===== config.mk =====
export PLATFORM = sky130hd
export DESIGN_NAME = three_to_eight_dec
export DESIGN_NICKNAME = d
export VERILOG_FILES = /design/src/rtl/dec_pkg.sv /design/src/rtl/dec3to8_core.sv /design/src/rtl/three_to_eight_dec.sv
export SDC_FILE = /design/constraint.sdc
export NUM_CORES = 1
export LEC_CHECK = 0
export ABC_AREA = 1
export CORE_AREA = 3 3 40 42
export CTS_BUF_LIST = sky130_fd_sc_hd__clkbuf_4 sky130_fd_sc_hd__clkbuf_8
export CTS_CLUSTER_SIZE = 12
export DETAILED_ROUTE_END_ITERATION = 8
export DIE_AREA = 0 0 43 45
export GPL_TIMING_DRIVEN = 0
export SETUP_SLACK_MARGIN = 0.5
export SKIP_CTS_REPAIR_TIMING = 1
export SLEW_MARGIN = 20
export SYNTH_ARGS = -nofsm -noshare
export SYNTH_HDL_FRONTEND = slang
export SYNTH_SLANG_ARGS = --single-unit

===== constraint.sdc =====
create_clock -name clk -period 0.8 [get_ports clk]
set_input_delay 0.24 -clock clk [delete_from_list [all_inputs] [get_ports clk]]
set_output_delay 0.24 -clock clk [all_outputs]
set_load 0.01 [all_outputs]

===== src/rtl/dec_pkg.sv =====
// Shared widths and the one-hot helper for the registered 3-to-8 decoder.
package dec_pkg;

  localparam int SEL_W = 3;
  localparam int OUT_W = 8;

  function automatic logic [OUT_W-1:0] onehot_of(input logic [SEL_W-1:0] sel);
    logic [OUT_W-1:0] v;
    v      = '0;
    v[sel] = 1'b1;
    return v;
  endfunction

endpackage


===== src/rtl/dec3to8_core.sv =====
// Purely combinational one-hot decoder; polarity-neutral (active-high in and out).
module dec3to8_core
  import dec_pkg::*;
(
  input  logic             en,
  input  logic [SEL_W-1:0] sel,
  output logic [OUT_W-1:0] onehot
);

  always_comb begin
    onehot = '0;
    if (en) onehot = onehot_of(sel);
  end

endmodule


===== src/rtl/three_to_eight_dec.sv =====
// Registered 3-to-8 decoder (74x138 style) with configurable enable and output polarity.
module three_to_eight_dec
  import dec_pkg::*;
#(
  parameter bit EN_ACTIVE_LOW  = 1'b1,
  parameter bit OUT_ACTIVE_LOW = 1'b1
) (
  input  logic             clk,
  input  logic             rst,
  input  logic             G,
  input  logic             A,
  input  logic             B,
  input  logic             C,
  output logic [OUT_W-1:0] Y
);

  // XOR with the polarity bit turns every variant into the active-high core and back.
  localparam logic [OUT_W-1:0] OUT_MASK = {OUT_W{OUT_ACTIVE_LOW}};

  logic             en;
  logic [OUT_W-1:0] decode;

  assign en = G ^ EN_ACTIVE_LOW;

  dec3to8_core u_core (
    .en     (en),
    .sel    ({C, B, A}),
    .onehot (decode)
  );

  always_ff @(posedge clk or posedge rst) begin
    if (rst) Y <= OUT_MASK;
    else     Y <= decode ^ OUT_MASK;
  end

endmodule


==> summary.md <==
| Metric | Value |
|---|---|
| Most flop-heavy register | Y |
| YS warnings | 0 |
| Die X | 43 um |
| Largest net degree at the start of global routing | 9 |
| Sequential area share after synthesis | 72.1% |
| Fin Hold WS | 0.135 ns |
| Max stage delay cell, worst path | dfstp_2 |
| Clock sinks | 8 |
| VDD IR max | 0.501 mV |
| PortBufs | 13 |
| Final hold vios | 0 |
| Max Slew Vio Count | 0 |
| Final worst path period share | 136% |
| Die Height | 45 um |
| Status | finished, violations left |
| Rel. slew slack | 90.0% |
| Largest register FFs | 8 |
| Nets | 51 |
| Gpl congestion | 0.687 |
| H-tree levels | 1 |
| Antenna violations before repair | 0 |
| Vias in the first global route | 200 |
| CP Class | flip-flop to output pin |
| Synth Register Bits | 8 |
| Area delta synth->final | 84.1% |
| CTS tree | built |
| Synthesized area | 292 um^2 |
| Avg Inst Size Synth | 10.8 um^2 |
| Power Density | 1550 nW/um^2 |
| Via/cell ratio | 3.50 |
| Worst-path clk slew | 0.05 ns |
| Slew at the pin closest to its max-slew limit | 0.150 ns |
| Pwr Total | 834 uW |
| Most common cell after layout, fill and taps aside | buf_6 |
| ANT cells | 0 |
| Fmax | 916 MHz |
| I/O pin count | 14 |
| Max-Cap Viols | 0 |
| Residual DRC | 0 |
| CP Cell Sequence | buf_6 |
| Commonest cells after routing, fill and taps aside | buf_6 (10), dfstp_2 (8), nand2_1 (7) |
| Finished layout cell area | 537 um^2 |
| Cell Area, Placed | 484 um^2 |
| Tmin final | 1.09 ns |
| Failing checks | negative setup slack |
| Leakage | 0.000230 uW |
| Post-Synthesis Cells | 27 |
| Arr. time, crit path | 0.85 ns |
| Slowest stage delay, CP | 0.52 ns |
| Count of cell types in the netlist | 6 |
| Final setup margin | -0.292 ns |
| Via count | 203 |
| Core Rows | 13 |
| CTS buffer count | 3 |
| GR Overflow Total | 0 |
| CP delay by family, top | flip-flops |
| Worst min-delay path class | input port to async pin |
| Initial Utilization | 22.7% |
| Initial DRC count | 0 |
| Gr usage total | 5.54% |
| Largest registers | Y (8) |
| Antenna Nets Post-Route | 0 |
| Placeable Area | 1280 um^2 |
| Detail Placement HPWL | 378 um |
| CP Buf/Inv Count | 1 |
| Post-Route WL | 423 um |
| Root buffer cell | clkbuf_4 |
| Startpoint Class | flip-flop |
| CP Capture Type | output pin |
| DRT Pass-1 Iters | 1 |
| Final setup fails | 8 |
| DR WL/cell | 7.29 um |
| RSZ-0062 raised after global routing | yes |
| Required time worst endpoint | 0.56 ns |
| Die area | 1940 um^2 |
| First-pass GRT wire length | 752 um |
| Clock buffer depth | 2 |
| Post-Syn Nets | 33 |
| Crit Path Max Fanout | 1 |
| Layout cells sized above 1 | 79.1% |
[synthesized netlist by cell type]
cell type	n	share of area (%)
nor2_4	1	3.9
inv_1	5	6.4
nor2_2	1	2.1
dfstp_2	8	72
nand2_1	9	12
nor2_1	3	3.9
[per-stage QoR]
step	worst slack (ns)	instances	setup TNS (ns)	utilization [%]
after floorplan	0.0404	27	0	-
after global placement	-0.457	55	-6.74	37.7
after detailed placement	-0.463	55	-6.78	37.7
after CTS	-0.728	58	-6.83	39.4
after global routing	-0.326	58	-2.54	41.8
final	-0.292	58	-2.32	41.8
[how the worst max path moves through the flow]
stage / start / endpoint / slack [ns] / depth (start not counted)
detailed placement: Y[3] / Y[3] / -0.46 / 1
global placement: Y[0] / Y[0] / -0.46 / 1
CTS: Y[3] / Y[3] / -0.73 / 1
finish: Y[3] / Y[3] / -0.29 / 1
global route: Y[2] / Y[2] / -0.33 / 1
floorplan: Y[0] / Y[0] / 0.04 / 0
[power breakdown]
| group | switching (uW) | leakage (uW) | total [uW] | internal (uW) |
|---|---|---|---|---|
| registers | 4.31 | 0.0000843 | 429 | 425 |
| clock network | 109 | 0.0000138 | 279 | 170 |
| logic | 60.6 | 0.000132 | 126 | 65.5 |
[cell families after synthesis]
| group | count (synthesis) | share of synthesized area (%) |
|---|---|---|
| simple gates | 14 | 21.5 |
| flops | 8 | 72.1 |
| buf+inv | 5 | 6.44 |
[routing by layer]
metal  track usage (%)  part of all wire, %  up-vias  routed length [um]
met5                 0                    0        -                   0
met2              7.49                   50       12                 212
met1              6.17                   36       82                 154
met4              9.04                    0        0                   0
met3             0.398                   13        0                  56
li1                  -                    -      109                   -
[layout make-up]
cell class | instances | area [um^2]
Fill cell | 138 | 748
Timing Repair Buffer | 13 | 155
Sequential cell | 8 | 210
Tap cell | 15 | 18.8
Clock buffer | 3 | 22.5
Multi-Input combinational cell | 14 | 90.1
Inverter | 5 | 40.0
Note: power is estimated with default switching activity, not from simulation.
==> edit (config.mk and constraints unchanged) <==
`EN_ACTIVE_LOW`: 1'b1 -> 1'b0.
--- a/src/rtl/three_to_eight_dec.sv
+++ b/src/rtl/three_to_eight_dec.sv
@@ -3,5 +3,5 @@
   import dec_pkg::*;
 #(
-  parameter bit EN_ACTIVE_LOW  = 1'b1,
+  parameter bit EN_ACTIVE_LOW  = 1'b0,
   parameter bit OUT_ACTIVE_LOW = 1'b1
 ) (
Behaviour: not the same (Yosys sat finds a counterexample within 4 cycles, from zero or initial values and one cycle with rst high).
==> edit against the unedited design <==
  * The run still ends with setup timing left
  * Wire length increased by 10%
  * Synthesized area decreased by 1.3%
  * Highest routed layer is now met4
  * Synthesized cell count increased by 3.7%
  * Setup slack got worse by 0.017 ns
  * Largest cell class unchanged
  * Via count increased by 10%
  * First-iteration DRC count unchanged
  * Critical path type unchanged
  * Sequential share of layout area decreased by 2.8 points
  * Sequential cell count unchanged
  * Design area increased by 7.7%
  * Total power increased by 5.5%
  * Count of clock-buffer cells in the layout unchanged
==> edit: results (changes against the unedited design) <==
outcome:
  outcome: "finished with violations"
  violations: "setup timing"
detailed_routing:
  drt-pass1-iter-count: 1  # unchanged
  drt_iter0_markers: 0  # unchanged
  wl_per_cell_um: 7.90  # +8.3%
  drt-vias-per-instance: 3.80  # +8.5%
sta:
  setup_violations: 8  # unchanged
  fin_ws_ns: -0.308  # -0.0166 ns
  tightest_slew_ns: 0.156  # +0.00532 ns
finish:
  largestRegisters: "Y x8"
  drive_gt1_frac: 0.841  # +0.0502
  final_nets: 52  # +2.0%
  antennaDiodeCount: 0  # unchanged
grt:
  grt_pass1_wl_um: 869  # +16%
  grt_max_degree: 9  # unchanged
  grt_pass1_vias: 218  # +9.0%
  antenna_found_initial: 0  # unchanged
  track_usage: 0.0648  # +0.00940
placement:
  place.gp.congestion: 0.576  # -16%
  dpl.hpwl_um: 393  # +3.7%
  io_buffers: 13  # unchanged
power_and_ir_drop:
  p_switching_uw: 204  # +17%
  combPwrFrac: 0.170  # +0.019
  p_leak_nw: 0.254  # +10%
  vdd_drop_max_v: 0.000456  # -8.9%
  power_uw: 880  # +5.5%
  clkPwrFrac: 0.342  # +0.008
synthesis:
  synth_nets: 34  # +3.0%
  yosys.area.top_type: "dfstp_2"
  ys_types: 6  # unchanged
  synth_warnings: 0  # unchanged
  yosysSeqAreaShare: 0.730  # +0.00940
  synth_ff_type: "dfstp_2"
  synth_area_leaders: "dfstp_2, nand2_1, inv_1"
  ys_top_cells_by_count: "nand2_1, dfstp_2, inv_1"
worst_setup_path:
  crit_arrival_ns: 0.87  # +0.02 ns
  crit_slowest_cell: "dfstp_2"
  slowest_delay_ns: 0.52  # about the same
  cp_max_fo: 1  # unchanged
clock_tree:
  clk_pin_slew_ns: 0.05  # about the same
  clk_path_buf_depth: 2  # unchanged
  cts_made_buffers: 3  # unchanged
  clockRootBuffer: "clkbuf_4"
worst_hold_path:
  hold_class: "in -> async"
-- edit: cell types whose count changed in the layout (fill, tap and decap cells not counted), sizes merged --
cell	delta
inv	+1
nand2	+1
nor2	-1
-- edit: stage by stage --
stage / setup TNS, ns / std cells / setup WS, ns / hold WS (ns) / cell area [sq um]
after floorplan: 0 / 28 / 0.0404 / 0.205 / 352
after global placement: -7.23 / 56 / -0.472 / 0.712 / 500
after detailed placement: -7.27 / 56 / -0.483 / 0.712 / 500
after CTS: -7.34 / 59 / -0.741 / 0.449 / 523
after global routing: -2.63 / 59 / -0.338 / 0.158 / 578
final: -2.43 / 59 / -0.308 / 0.128 / 578
-- edit: layout make-up --
class,count,area [sq um]
multi-input combinational,14,103
tap,15,18.8
inverter,6,51.3
sequential,8,210
timing repair buffer,13,173
clock buffer,3,22.5
fill,134,707
-- edit: metal layers --
layer	part of all wire	up-vias	GRT usage
met4	0.054	0	0.0904
met1	0.37	99	0.0721
met2	0.50	12	0.0898
met3	0.077	3	0.0120
li1	-	110	-
met5	0	-	0
-- edit: logic make-up (layout without fill, tap and decap cells) --
kind of cell / Yosys count / count (layout) / share of synthesized area
simple gates: 14 / 14 / 0.191
buf+inv: 6 / 22 / 0.0783
flops: 8 / 8 / 0.730
-- edit: worst max-delay path by stage --
stage	start	to	cells after the start
2_1_floorplan	Y[0]	Y[0]	0
6_report	Y[3]	Y[3]	1
3_3_place_gp	C	Y[5]	4
4_1_cts	Y[3]	Y[3]	1
5_1_grt	Y[7]	Y[7]	1
3_5_place_dp	C	Y[5]	4
